`src/rtl/key_pkg.sv`:
```
// -----------------------------------------------------------------------------
// key_pkg
//   Shared definitions for the push-button front end.
//   - key_state_t   : debounce FSM state encoding
//   - ms_to_cyc()   : converts a millisecond duration to clock cycles
//   - max_int()     : elaboration-time maximum, used to size the shared counter
//   - DEFAULT_DEBOUNCE_MS / DEFAULT_LONG_PRESS_MS : default timing parameters
//   Optional feature macro seen by users of this package: KEY_LONG_PRESS_EN.
// -----------------------------------------------------------------------------
package key_pkg;

   localparam int DEFAULT_DEBOUNCE_MS   = 20;
   localparam int DEFAULT_LONG_PRESS_MS = 1000;

   typedef enum logic [1:0] {
      IDLE         = 2'd0,
      PRESS_WAIT   = 2'd1,
      PRESSED      = 2'd2,
      RELEASE_WAIT = 2'd3
   } key_state_t;

   // Divide first so large clock frequencies do not overflow 32 bits.
   function automatic int ms_to_cyc(input int clk_freq_hz, input int ms);
      return (clk_freq_hz / 1000) * ms;
   endfunction

   function automatic int max_int(input int a, input int b);
      return (a > b) ? a : b;
   endfunction

endpackage

```
`src/rtl/sync2.sv`:
```
// -----------------------------------------------------------------------------
// sync2
//   Generic two-flop synchronizer for asynchronous board inputs.
//   Parameters:
//     WIDTH   : number of independent single-bit signals carried
//     RST_VAL : value both flop stages take during reset
//   Ports:
//     clk   : destination clock
//     rst_n : asynchronous active-low reset
//     din   : asynchronous input(s)
//     dout  : synchronized output(s), two clk cycles of latency
//   Each bit is synchronized on its own; no coherency between bits is implied.
// -----------------------------------------------------------------------------
module sync2 #(
   parameter int               WIDTH   = 1,
   parameter logic [WIDTH-1:0] RST_VAL = '0
) (
   input  logic             clk,
   input  logic             rst_n,
   input  logic [WIDTH-1:0] din,
   output logic [WIDTH-1:0] dout
);

   logic [WIDTH-1:0] meta_q;
   logic [WIDTH-1:0] meta_d;
   logic [WIDTH-1:0] sync_q;
   logic [WIDTH-1:0] sync_d;

   always_comb begin
      meta_d = din;
      sync_d = meta_q;
   end

   always_ff @(posedge clk or negedge rst_n) begin
      if (!rst_n) begin
         meta_q <= RST_VAL;
         sync_q <= RST_VAL;
      end else begin
         meta_q <= meta_d;
         sync_q <= sync_d;
      end
   end

   assign dout = sync_q;

endmodule

```
`src/rtl/key_debounce.sv`:
```
// -----------------------------------------------------------------------------
// key_debounce
//   Debounces a raw mechanical push-button and produces clean single-cycle
//   events for the stopwatch datapath.
//   Parameters:
//     CLK_FREQ_HZ    : clock frequency in Hz
//     DEBOUNCE_MS    : stable time required before a press/release is accepted
//     LONG_PRESS_MS  : hold time that produces long_pulse (feature build only)
//     KEY_ACTIVE_LOW : 1 = raw key reads 0 while pressed
//   Ports:
//     clk           : system clock, rising edge
//     rst           : asynchronous active-low reset
//     key           : raw, asynchronous, bouncing button
//     key_level     : debounced pressed state (1 = pressed)
//     key_pulse     : one-cycle pulse on a debounced press
//     release_pulse : one-cycle pulse on a debounced release
//     long_pulse    : one-cycle pulse once per press after LONG_PRESS_MS held
//   Configuration macro: KEY_LONG_PRESS_EN
//     defined   -> long-press counting is built, long_pulse is live
//     undefined -> long-press logic is absent and long_pulse is tied to 0
// -----------------------------------------------------------------------------
module key_debounce
   import key_pkg::*;
#(
   parameter int CLK_FREQ_HZ    = 50_000_000,
   parameter int DEBOUNCE_MS    = DEFAULT_DEBOUNCE_MS,
   parameter int LONG_PRESS_MS  = DEFAULT_LONG_PRESS_MS,
   parameter bit KEY_ACTIVE_LOW = 1'b1
) (
   input  logic clk,
   input  logic rst,
   input  logic key,
   output logic key_level,
   output logic key_pulse,
   output logic release_pulse,
   output logic long_pulse
);

   localparam int DB_CYC = ms_to_cyc(CLK_FREQ_HZ, DEBOUNCE_MS);
   localparam int LP_CYC = ms_to_cyc(CLK_FREQ_HZ, LONG_PRESS_MS);

`ifdef KEY_LONG_PRESS_EN
   localparam int CNT_MAX = max_int(DB_CYC, LP_CYC);
`else
   localparam int CNT_MAX = DB_CYC;
`endif
   localparam int CNT_W = $clog2(CNT_MAX + 1);

   localparam logic [CNT_W-1:0] DB_LAST = CNT_W'(DB_CYC - 1);
   localparam logic [CNT_W-1:0] CNT_SAT = '1;

   // --------------------------------------------------------------------------
   // Input conditioning: normalise to pressed = 1, then synchronize.
   // The synchronizer resets to "released" so a held button after reset still
   // has to re-qualify through the whole debounce window.
   // --------------------------------------------------------------------------
   logic key_pressed;
   logic k_s;

   assign key_pressed = KEY_ACTIVE_LOW ? ~key : key;

   sync2 #(
      .WIDTH   (1),
      .RST_VAL (1'b0)
   ) u_sync2 (
      .clk   (clk),
      .rst_n (rst),
      .din   (key_pressed),
      .dout  (k_s)
   );

   // --------------------------------------------------------------------------
   // FSM and shared counter
   // --------------------------------------------------------------------------
   key_state_t       state_q;
   key_state_t       state_d;
   logic [CNT_W-1:0] cnt_q;
   logic [CNT_W-1:0] cnt_d;
   logic [CNT_W-1:0] cnt_inc;
   logic             key_level_q;
   logic             key_level_d;
   logic             key_pulse_q;
   logic             key_pulse_d;
   logic             release_pulse_q;
   logic             release_pulse_d;

`ifdef KEY_LONG_PRESS_EN
   localparam logic [CNT_W-1:0] LP_LAST = CNT_W'(LP_CYC - 1);

   logic             long_pulse_q;
   logic             long_pulse_d;
`else
   // LONG_PRESS_MS stays in the parameter list so instances are portable
   // between builds; this sink only keeps the value referenced.
   logic             lp_cfg_unused;
   assign lp_cfg_unused = (LP_CYC >= 1);
`endif

   // Saturating increment: once the counter passes LP_LAST during a long hold
   // it parks at all-ones, so the long-press compare can never match again.
   assign cnt_inc = (cnt_q == CNT_SAT) ? cnt_q : cnt_q + CNT_W'(1);

   always_comb begin
      state_d         = state_q;
      cnt_d           = cnt_q;
      key_pulse_d     = 1'b0;
      release_pulse_d = 1'b0;
`ifdef KEY_LONG_PRESS_EN
      long_pulse_d    = 1'b0;
`endif

      case (state_q)
         IDLE: begin
            if (k_s) begin
               cnt_d   = '0;
               state_d = PRESS_WAIT;
            end
         end

         PRESS_WAIT: begin
            if (!k_s) begin
               state_d = IDLE;
            end else if (cnt_q == DB_LAST) begin
               state_d     = PRESSED;
               key_pulse_d = 1'b1;
               cnt_d       = '0;
            end else begin
               cnt_d = cnt_inc;
            end
         end

         PRESSED: begin
            if (!k_s) begin
               cnt_d   = '0;
               state_d = RELEASE_WAIT;
            end
`ifdef KEY_LONG_PRESS_EN
            else begin
               if (cnt_q == LP_LAST) begin
                  long_pulse_d = 1'b1;
               end
               cnt_d = cnt_inc;
            end
`endif
         end

         RELEASE_WAIT: begin
            if (k_s) begin
               // A bounce during release returns to PRESSED without a new
               // key_pulse; the hold time restarts from zero.
               state_d = PRESSED;
               cnt_d   = '0;
            end else if (cnt_q == DB_LAST) begin
               state_d         = IDLE;
               release_pulse_d = 1'b1;
               cnt_d           = '0;
            end else begin
               cnt_d = cnt_inc;
            end
         end

         default: begin
            state_d = IDLE;
            cnt_d   = '0;
         end
      endcase

      // Registered from the next state so the level edge lines up exactly
      // with key_pulse / release_pulse.
      key_level_d = (state_d == PRESSED) || (state_d == RELEASE_WAIT);
   end

   always_ff @(posedge clk or negedge rst) begin
      if (!rst) begin
         state_q         <= IDLE;
         cnt_q           <= '0;
         key_level_q     <= 1'b0;
         key_pulse_q     <= 1'b0;
         release_pulse_q <= 1'b0;
      end else begin
         state_q         <= state_d;
         cnt_q           <= cnt_d;
         key_level_q     <= key_level_d;
         key_pulse_q     <= key_pulse_d;
         release_pulse_q <= release_pulse_d;
      end
   end

`ifdef KEY_LONG_PRESS_EN
   always_ff @(posedge clk or negedge rst) begin
      if (!rst) begin
         long_pulse_q <= 1'b0;
      end else begin
         long_pulse_q <= long_pulse_d;
      end
   end

   assign long_pulse = long_pulse_q;
`else
   assign long_pulse = 1'b0;
`endif

   assign key_level     = key_level_q;
   assign key_pulse     = key_pulse_q;
   assign release_pulse = release_pulse_q;

endmodule

```
`config.mk`:
```
export PLATFORM = sky130hd
export DESIGN_NAME = key_debounce
export DESIGN_NICKNAME = d
export VERILOG_FILES = /design/src/rtl/key_pkg.sv /design/src/rtl/sync2.sv /design/src/rtl/key_debounce.sv
export SDC_FILE = /design/constraint.sdc
export NUM_CORES = 1
export LEC_CHECK = 0
export ABC_CLOCK_PERIOD_IN_PS = 2400
export BUFFER_PORTS_ARGS = -buffer_cell sky130_fd_sc_hd__buf_2
export CAP_MARGIN = 20
export CORE_MARGIN = 2
export CORE_UTILIZATION = 39
export CTS_CLUSTER_DIAMETER = 50
export DETAILED_ROUTE_END_ITERATION = 8
export PLACE_DENSITY = 0.64
export SYNTH_ARGS = -nofsm -noshare
export SYNTH_HDL_FRONTEND = slang
export SYNTH_SLANG_ARGS = --single-unit
```
`constraint.sdc`:
```
create_clock -name clk -period 2.4 [get_ports clk]
set_input_delay 0.72 -clock clk [delete_from_list [all_inputs] [get_ports clk]]
set_output_delay 0.72 -clock clk [all_outputs]
set_load 0.1 [all_outputs]
```
==> qor.yml, run 1 <==
num-fill-cells: 380
maxSlewViolCount: 0
synth-async-reset-ratio: 1.00
critPathBufInv: 1
num_antenna_cells: 0
fp.dieH_um: 67.1
multiInputGateArea_sq_um: 816
yosysTopAreaCell: "dfrtp_1"
antenna_left: 0
place_congestion: 0.852
synth_area_sq_um: 1550
drt_iter0_markers: 74
ys.flop_type: "dfrtp_1"
start_util: 0.414
dieWidth_um: 67.1
route.vias.total: 1384
synth_nets: 173
worst_slew_pin_slew_ns: 0.611
crit_required_ns: 2.56
clk_pin_slew_worst_paths_ns: 0.09
die_area_sq_um: 4500
finalHoldViolCount: 0
drive_gt1_frac: 0.119
fmax_mhz: 459
leakagePower_nw: 0.638
insertion_delay_ns: 0.28
root_buffer: "clkbuf_8"
rsz0062_at_grt: "no"
viasPerCell: 6.15
min_path_type: "reg -> reg"
max-slew-margin-rel: 0.592
dp_hpwl_mm: 2.65
detail_route.wl_per_cell_um: 16.4
crit_fanout: 24
port_buffers: 5
cts_setup_buffers: 0
yosys_warnings: 0
drc: 0
nets: 182
grt_max_degree: 31
max_cap_violations: 0
finalSetupViolCount: 0
grt_first_pass_wirelength_mm: 6.13
syn_to_final_growth_pct: 9.11
path_cells: "or4b_4, nor4_4, a21oi_2, buf_8, a41oi_1, a21oi_1"
power.total_mw: 0.848
path_class: "reg -> reg"
firstDrtPassIters: 4
cts_tree: "yes"
ys_types: 45
endpoint_kind: "flip-flop"
path_delay_family: "simple AND/OR/NAND/NOR gates"
min_period_ns: 2.18
cpPeakStageDelay_ns: 0.56
skew_ns: 0.00449
coreArea_sq_um: 3740
rows: 22
register_area_sq_um: 676
synth_area_leaders: "dfrtp_1, a21oi_1, nand2_1"
clockBufferDepth: 2
fin_tns_setup_ns: 0
crit_path_top_delay_cell: "or4b_4"
hold_buffers: 0
track_usage: 0.183
synth-edff-count: 0
outcome: "complete, no violations"
clkSinkCount: 27
power_density_nw_per_um2: 501
wirelength_mm: 3.70
syn_avg_cell_area_sq_um: 9.18
netlist.area_leader.share: 0.435
arrival_ns: 2.33
htree_levels: 1
ios: 7
start_kind: "flip-flop"
ctsResizeCount: 0
antenna_found_initial: 0
ys_seq_area_frac: 0.435
cts-buffers-inserted: 3
grt-ovfl-total: 0
post-route-period-util: 0.907
grt_pass1_vias: 1266
max-vdd-ir-drop_uv: 354
ys_ff_latch: 27
synth_cells: 169
## final timing paths
check	cells after the start	startpoint	slack, ns	to
setup / recovery	6	cnt_q[13]$_DFFE_PN0P_	0.22	cnt_q[18]$_DFFE_PN0P_
hold / removal	0	u_sync2.meta_q$_DFF_PN0_	0.38	u_sync2.dout$_DFF_PN0_
setup reg to reg	6	cnt_q[13]$_DFFE_PN0P_	0.22	cnt_q[18]$_DFFE_PN0P_
hold reg to reg	0	u_sync2.meta_q$_DFF_PN0_	0.38	u_sync2.dout$_DFF_PN0_
max in group asynchronous	1	rst	1.56	cnt_q[17]$_DFFE_PN0P_
min in group asynchronous	1	rst	0.44	state_q[1]$_DFF_PN0_
## flip-flops by register name (all words and copies together), names as in the netlist
name            count
key_pulse           1
release_pulse       1
key_level           1
state_q             2
u_sync2.meta_q      1
u_sync2.dout        1
cnt_q              20
## final cells by class
class	count	area share
multi-input combinational	130	0.482
sequential	27	0.399
timing repair buffer	11	0.0458
tap	48	0.0355
clock buffer	4	0.0266
inverter	5	0.0111
## through the flow
stage                     setup WS, ns  instances  hold WS (ns)   util  instance area [sq um]
after detailed placement        0.0751        220         0.364  0.436                   1630
after global routing           0.00982        225         0.404  0.452                   1690
after floorplan                  0.503        169         0.331      -                   1550
after global placement           0.175        220         0.335  0.436                   1630
final                            0.223        225         0.384  0.452                   1690
after CTS                       0.0598        224         0.385  0.448                   1680
## Yosys cell counts (2+ instances only)
master and number:
a21oi_1 17, a31oi_1 5, a41oi_1 4, and2_1 3
and4_1 3, buf_2 3, dfrtp_1 27, inv_1 5
mux2_1 2, mux2i_1 2, nand2_1 18, nand3_1 13
nand4_1 8, nor2_1 7, nor3_1 4, nor3b_1 2
nor4_2 2, o211ai_1 6, o21ai_0 4, o21ai_1 6
o21bai_1 2, o31a_1 2, or3_1 2
## routing by layer
metal | GRT usage | wire length, um
met1 | 0.250 | 1800
met2 | 0.286 | 1690
met3 | 0.0372 | 169
met4 | 0.0587 | 44
met5 | 0 | 0
## cells in the final DEF, fill, tap and decap left out, drive strengths merged, types with 2 or more instances in the layout
cell type,n
nor3,4
or3,2
o211ai,6
o31a,2
and4,3
clkbuf,4
nand3,14
nor2,7
nand2,18
and2,3
nor3b,2
nand4,8
dfrtp,27
a41oi,4
o21bai,2
a21oi,18
o21ai,10
a31oi,5
mux2,2
or4b,2
nor4,4
mux2i,2
buf,11
inv,5
## cell families (layout without fill, tap and decap cells)
logic type / after synthesis / count (layout) / synth area share
AOI/OAI and AO/OA: 53 / 53 / 0.219
xor gates and xnor gates: 1 / 1 / 0.00565
adders and majority gates: 1 / 1 / 0.00806
buffers and inverters: 12 / 20 / 0.0387
DFF: 27 / 27 / 0.435
muxes: 4 / 4 / 0.0274
other: 1 / 1 / 0.00242
and+or+nand+nor: 70 / 70 / 0.264
## report_power, final
part | internal (mW) | switching, mW
clock network | 0.119 | 0.144
logic | 0.0280 | 0.0551
registers | 0.474 | 0.0276
total | 0.621 | 0.227
Note: power is estimated with default switching activity, not from simulation.
==> run 2: changes to the inputs <==
--- a/config.mk
+++ b/config.mk
@@ -8,11 +8,14 @@
 export ABC_CLOCK_PERIOD_IN_PS = 2400
 export BUFFER_PORTS_ARGS = -buffer_cell sky130_fd_sc_hd__buf_2
 export CAP_MARGIN = 20
+export CELL_PAD_IN_SITES_DETAIL_PLACEMENT = 0
+export CELL_PAD_IN_SITES_GLOBAL_PLACEMENT = 1
 export CORE_MARGIN = 2
 export CORE_UTILIZATION = 39
 export CTS_CLUSTER_DIAMETER = 50
+export CTS_CLUSTER_SIZE = 8
 export DETAILED_ROUTE_END_ITERATION = 8
-export PLACE_DENSITY = 0.64
+export PLACE_DENSITY = 0.76
 export SYNTH_ARGS = -nofsm -noshare
 export SYNTH_HDL_FRONTEND = slang
 export SYNTH_SLANG_ARGS = --single-unit
==> run 2 against run 1 <==
  * Clock power barely moved
  * Routed wire length down 2.1%
  * Clock skew shrank 0.0028 ns
  * Largest cell class unchanged
==> qor.yml, run 2 (synthesis results as in run 1) <==
worst_slew_pin_slew_ns: 0.691  # +0.0793 ns
path_cells: "or4b_4, nor4_4, a21oi_2, buf_6, a41oi_1, a21oi_1"
cts-buffers-inserted: 3  # unchanged
antenna_left: 0  # unchanged
root_buffer: "clkbuf_8"
power_density_nw_per_um2: 498  # -0.62%
final_cell_mix: "dfrtp_1, nand2_1, a21oi_1"
drt_iter0_markers: 88  # +19%
dp_hpwl_mm: 2.57  # -2.8%
rows: 22  # unchanged
cts_setup_buffers: 0  # unchanged
num_antenna_cells: 0  # unchanged
rsz0062_at_grt: "no"
path_class: "reg -> reg"
max-slew-margin-rel: 0.540  # -0.0529
largest_register_ff_count: 20  # unchanged
insertion_delay_ns: 0.27  # about the same
route.vias.total: 1361  # -1.7%
setup_slack_ns: 0.121  # -0.103 ns
leakagePower_nw: 0.642  # +0.50%
critPathBufInv: 1  # unchanged
min_period_ns: 2.28  # +0.103 ns
crit_required_ns: 2.56  # about the same
path_delay_family: "simple AND/OR/NAND/NOR gates"
ios: 7  # unchanged
viasPerCell: 6.02  # -2.1%
arrival_ns: 2.44  # +0.11 ns
drc: 0  # unchanged
grt_first_pass_wirelength_mm: 6.35  # +3.6%
dieWidth_um: 67.1  # unchanged
finalSetupViolCount: 0  # unchanged
drive_gt1_frac: 0.129  # +0.0106
ctsResizeCount: 0  # unchanged
fin_area_sq_um: 1700  # +0.44%
syn_to_final_growth_pct: 9.60
finalHoldViolCount: 0  # unchanged
track_usage: 0.187  # +0.00397
comb_power_share: 0.096  # -0.002
detail_route.wl_per_cell_um: 16.0  # -2.5%
max_cap_violations: 0  # unchanged
crit_end: "cnt_q[18]$_DFFE_PN0P_"
regToRegStartpoint: "cnt_q[13]$_DFFE_PN0P_"
outcome: "complete, no violations"
skew_ns: 0.00167  # -0.00282 ns
grt-ovfl-total: 0  # unchanged
nets: 183  # +0.55%
internal-power_mw: 0.619  # -0.30%
fmax_mhz: 439  # -4.5%
fp.dieH_um: 67.1  # unchanged
grt_max_degree: 31  # unchanged
ff2ff_path_depth: 6  # unchanged
clockBufferDepth: 2  # unchanged
reg2reg_to: "cnt_q[18]$_DFFE_PN0P_"
min_path_type: "reg -> reg"
port_buffers: 5  # unchanged
clk_pin_slew_worst_paths_ns: 0.09  # about the same
wirelength_mm: 3.62  # -2.1%
cts_tree: "yes"
r2r_slack_ns: 0.12  # -0.10 ns
fin_util: 0.454  # +0.00200
max-vdd-ir-drop_uv: 328  # -7.3%
hold_buffers: 0  # unchanged
endpoint_kind: "flip-flop"
htree_levels: 1  # unchanged
grt_use_met2: 0.286  # unchanged
crit_fanout: 17  # -29%
stdcell_count: 226  # +0.44%
regMostFlops: "cnt_q"
sequentialPowerShare: 0.593  # +0.002
final_common_cell: "dfrtp_1"
fin_tns_setup_ns: 0  # unchanged
switching_share: 0.268  # +0.000906
power.total_mw: 0.846  # -0.18%
coreArea_sq_um: 3740  # unchanged
firstDrtPassIters: 4  # unchanged
place_inst: 221  # +0.45%
antenna_found_initial: 0  # unchanged
die_area_sq_um: 4500  # unchanged
dp_slack_ns: 0.0630  # -0.0121 ns
cpPeakStageDelay_ns: 0.56  # about the same
use_met3: 0.0203  # -0.0169
groute.layer.met1.usage: 0.268  # +0.0182
crit_path_top_delay_cell: "or4b_4"
post-route-period-util: 0.950  # +0.0428
start_kind: "flip-flop"
placed_area_sq_um: 1640  # +0.46%
maxSlewViolCount: 0  # unchanged
startpoint: "cnt_q[13]$_DFFE_PN0P_"
grt_pass1_vias: 1318  # +4.1%
top_regs: "cnt_q x20, state_q x2"
p_switching_mw: 0.227  # +0.16%
timing.hold.ws_ns: 0.383  # -0.000886 ns
worstSetupPathDepth: 6  # unchanged
place_congestion: 0.805  # -5.5%
grt-busiest-layer: "met2"
pwr-share-clk: 0.312  # about the same
start_util: 0.414  # unchanged
clkSinkCount: 27  # unchanged
run 2: cell types whose count changed in the layout (fill, tap and decap cells not counted):
cell        before  now
buf_4            5    6
buf_6            0    1
buf_8            1    0
clkinvlp_4       0    1
clkbuf_1         1    0
run 2: worst min-delay path by stage:
stage	start	end	slack, ns	depth (start not counted)
6_report	u_sync2.meta_q$_DFF_PN0_	u_sync2.dout$_DFF_PN0_	0.38	0
5_1_grt	u_sync2.meta_q$_DFF_PN0_	u_sync2.dout$_DFF_PN0_	0.39	0
4_1_cts	u_sync2.meta_q$_DFF_PN0_	u_sync2.dout$_DFF_PN0_	0.38	0
3_5_place_dp	u_sync2.meta_q$_DFF_PN0_	u_sync2.dout$_DFF_PN0_	0.36	0
3_3_place_gp	u_sync2.meta_q$_DFF_PN0_	u_sync2.dout$_DFF_PN0_	0.37	0
2_1_floorplan	u_sync2.meta_q$_DFF_PN0_	u_sync2.dout$_DFF_PN0_	0.33	0
run 2: worst register-to-register path: cells and delay by family, from the launching register on:
family,cells,cell delay [ns]
flip-flops,1,0.48
AND/OR/NAND/NOR,2,0.91
AO/OA/AOI/OAI,3,0.55
buffers and inverters,1,0.23
run 2: power groups by stage:
stage / clock network [mW] / logic [mW] / registers (mW)
final: 0.264 / 0.0809 / 0.502
after global routing: 0.297 / 0.0934 / 0.507
after CTS: 0.277 / 0.0803 / 0.502
after detailed placement: 0 / 0.0799 / 0.511
after global placement: 0 / 0.0775 / 0.509
after floorplan: 0 / 0.0603 / 0.504
run 2: layout make-up:
| class | count | area [sq um] |
|---|---|---|
| timing repair buffer | 12 | 81.3 |
| tap | 48 | 60.1 |
| inverter | 5 | 18.8 |
| fill | 374 | 2040 |
| clock buffer | 3 | 41.3 |
| clock inverter | 1 | 7.51 |
| multi-input combinational | 130 | 816 |
| sequential | 27 | 676 |
run 2: per-layer routing:
metal | part of all wire | routed length (um)
met5 | 0 | 0
met4 | 0.013 | 47
met3 | 0.030 | 109
met2 | 0.47 | 1700
met1 | 0.49 | 1760
==> run 3: changes to the inputs <==
--- a/config.mk
+++ b/config.mk
@@ -7,7 +7,6 @@
 export LEC_CHECK = 0
 export ABC_CLOCK_PERIOD_IN_PS = 2400
 export BUFFER_PORTS_ARGS = -buffer_cell sky130_fd_sc_hd__buf_2
-export CAP_MARGIN = 20
 export CELL_PAD_IN_SITES_DETAIL_PLACEMENT = 0
 export CELL_PAD_IN_SITES_GLOBAL_PLACEMENT = 1
 export CORE_MARGIN = 2
@@ -15,6 +14,7 @@
 export CTS_CLUSTER_DIAMETER = 50
 export CTS_CLUSTER_SIZE = 8
 export DETAILED_ROUTE_END_ITERATION = 8
+export MAX_ROUTING_LAYER = met4
 export PLACE_DENSITY = 0.76
 export SYNTH_ARGS = -nofsm -noshare
 export SYNTH_HDL_FRONTEND = slang
==> run 3 against run 2 <==
  * First-iteration DRC count is 6.8% lower
  * Worst hold slack about the same
  * Routed wire length shrank 1.7%
  * Sequential cell count is the same
  * Sequential power is essentially flat
  * Total power shrank 0.14%
  * Utilization decreased by 0.10 points
==> qor.yml, run 3 (synthesis results as in run 1) <==
drt_iter0_markers: 82  # -6.8%
nets: 182  # -0.55%
largest_register_ff_count: 20  # unchanged
fmax_mhz: 461  # +5.1%
final_cell_mix: "dfrtp_1, nand2_1, a21oi_1"
route.vias.total: 1329  # -2.4%
post-route-period-util: 0.904  # -0.0458
track_usage: 0.191  # +0.00490
finalHoldViolCount: 0  # unchanged
placed_area_sq_um: 1640  # unchanged
fin_tns_setup_ns: 0  # unchanged
htree_levels: 1  # unchanged
syn_to_final_growth_pct: 9.36
clockBufferDepth: 2  # unchanged
power.total_mw: 0.845  # -0.14%
max-slew-margin-rel: 0.532  # -0.00733
drc: 0  # unchanged
place_congestion: 0.817  # +1.5%
regMostFlops: "cnt_q"
antenna_found_initial: 0  # unchanged
min_path_type: "reg -> reg"
endpoint_kind: "flip-flop"
cts_tree: "yes"
root_buffer: "clkbuf_8"
antenna_left: 0  # unchanged
start_util: 0.414  # unchanged
clk_pin_slew_worst_paths_ns: 0.09  # about the same
port_buffers: 5  # unchanged
coreArea_sq_um: 3740  # unchanged
worst_slew_pin_slew_ns: 0.700  # +0.00944 ns
finalSetupViolCount: 0  # unchanged
drive_gt1_frac: 0.124  # -0.00492
cts-buffers-inserted: 3  # unchanged
maxSlewViolCount: 0  # unchanged
fin_util: 0.453  # -0.00100
start_kind: "flip-flop"
fp.dieH_um: 67.1  # unchanged
grt-ovfl-total: 0  # unchanged
max-vdd-ir-drop_uv: 329  # +0.29%
grt_first_pass_wirelength_mm: 6.35  # about the same
rows: 22  # unchanged
dp_hpwl_mm: 2.57  # unchanged
firstDrtPassIters: 4  # unchanged
detail_route.wl_per_cell_um: 15.8  # -1.3%
max_cap_violations: 0  # unchanged
outcome: "complete, no violations"
cpPeakStageDelay_ns: 0.55  # about the same
dieWidth_um: 67.1  # unchanged
die_area_sq_um: 4500  # unchanged
num-fill-cells: 374  # unchanged
viasPerCell: 5.91  # -1.9%
crit_fanout: 30  # +13
hold_buffers: 0  # unchanged
path_cells: "or4b_4, nor4_4, a21oi_4, a41oi_1, a21oi_1"
num_antenna_cells: 0  # unchanged
power_density_nw_per_um2: 498  # about the same
grt_max_degree: 31  # unchanged
wirelength_mm: 3.56  # -1.7%
min_period_ns: 2.17  # -0.110 ns
arrival_ns: 2.33  # -0.11 ns
setup_slack_ns: 0.231  # +0.110 ns
crit_required_ns: 2.56  # about the same
cts_setup_buffers: 0  # unchanged
path_class: "reg -> reg"
top_regs: "cnt_q x20, state_q x2"
final_common_cell: "dfrtp_1"
leakagePower_nw: 0.637  # -0.72%
stdcell_count: 225  # -0.44%
ios: 7  # unchanged
fin_area_sq_um: 1700  # -0.22%
insertion_delay_ns: 0.28  # about the same
place_inst: 221  # unchanged
dp_slack_ns: 0.0630  # unchanged
rsz0062_at_grt: "no"
grt_pass1_vias: 1318  # unchanged
timing.hold.ws_ns: 0.383  # +0.000316 ns
skew_ns: 0.00346  # +0.00179 ns
clkSinkCount: 27  # unchanged
crit_path_top_delay_cell: "or4b_4"
==> run 3: final cells by class <==
cell class / count / area [sq um] / share of cell area
clock buffers: 3 / 41.3 / 0.0243
clock inverters: 1 / 7.51 / 0.00442
inverters: 5 / 18.8 / 0.0111
multi-input cells: 130 / 823 / 0.485
flip-flops and latches: 27 / 676 / 0.398
well taps: 48 / 60.1 / 0.0354
repair buffers: 11 / 70.1 / 0.0413
==> run 3: where the power goes <==
part,switching [mW],internal (mW)
combinational,0.0530,0.0262
clock,0.146,0.118
sequential,0.0285,0.474
total,0.227,0.618
==> run 3: critical path: cells and delay by family (launching register included) <==
family	cells	cell delay (ns)
simple gates	2	0.95
flops	1	0.47
compound gates	3	0.62
==> run 3: final timing paths <==
path / start / endpoint / slack (ns) / cells past startpoint
max: cnt_q[13]$_DFFE_PN0P_ / cnt_q[18]$_DFFE_PN0P_ / 0.23 / 5
min: u_sync2.meta_q$_DFF_PN0_ / u_sync2.dout$_DFF_PN0_ / 0.38 / 0
max reg2reg: cnt_q[13]$_DFFE_PN0P_ / cnt_q[18]$_DFFE_PN0P_ / 0.23 / 5
min reg2reg: u_sync2.meta_q$_DFF_PN0_ / u_sync2.dout$_DFF_PN0_ / 0.38 / 0
max in group asynchronous: rst / cnt_q[15]$_DFFE_PN0P_ / 1.57 / 1
min in group asynchronous: rst / key_pulse$_DFF_PN0_ / 0.44 / 1
==> run 3: repair_timing <==
action                                  4_1_cts  5_1_grt
gates resized for setup                       0        1
endpoints found under the setup margin        0       19
hold endpoints to repair                      0        0
==> run 3: metal layers <==
layer,share of wire,vias to the layer above,track usage
met2,0.47,25,0.286
met3,0.032,7,0.0203
met4,0.017,0,0.0689
met5,0,-,-
met1,0.48,635,0.268
li1,-,662,-
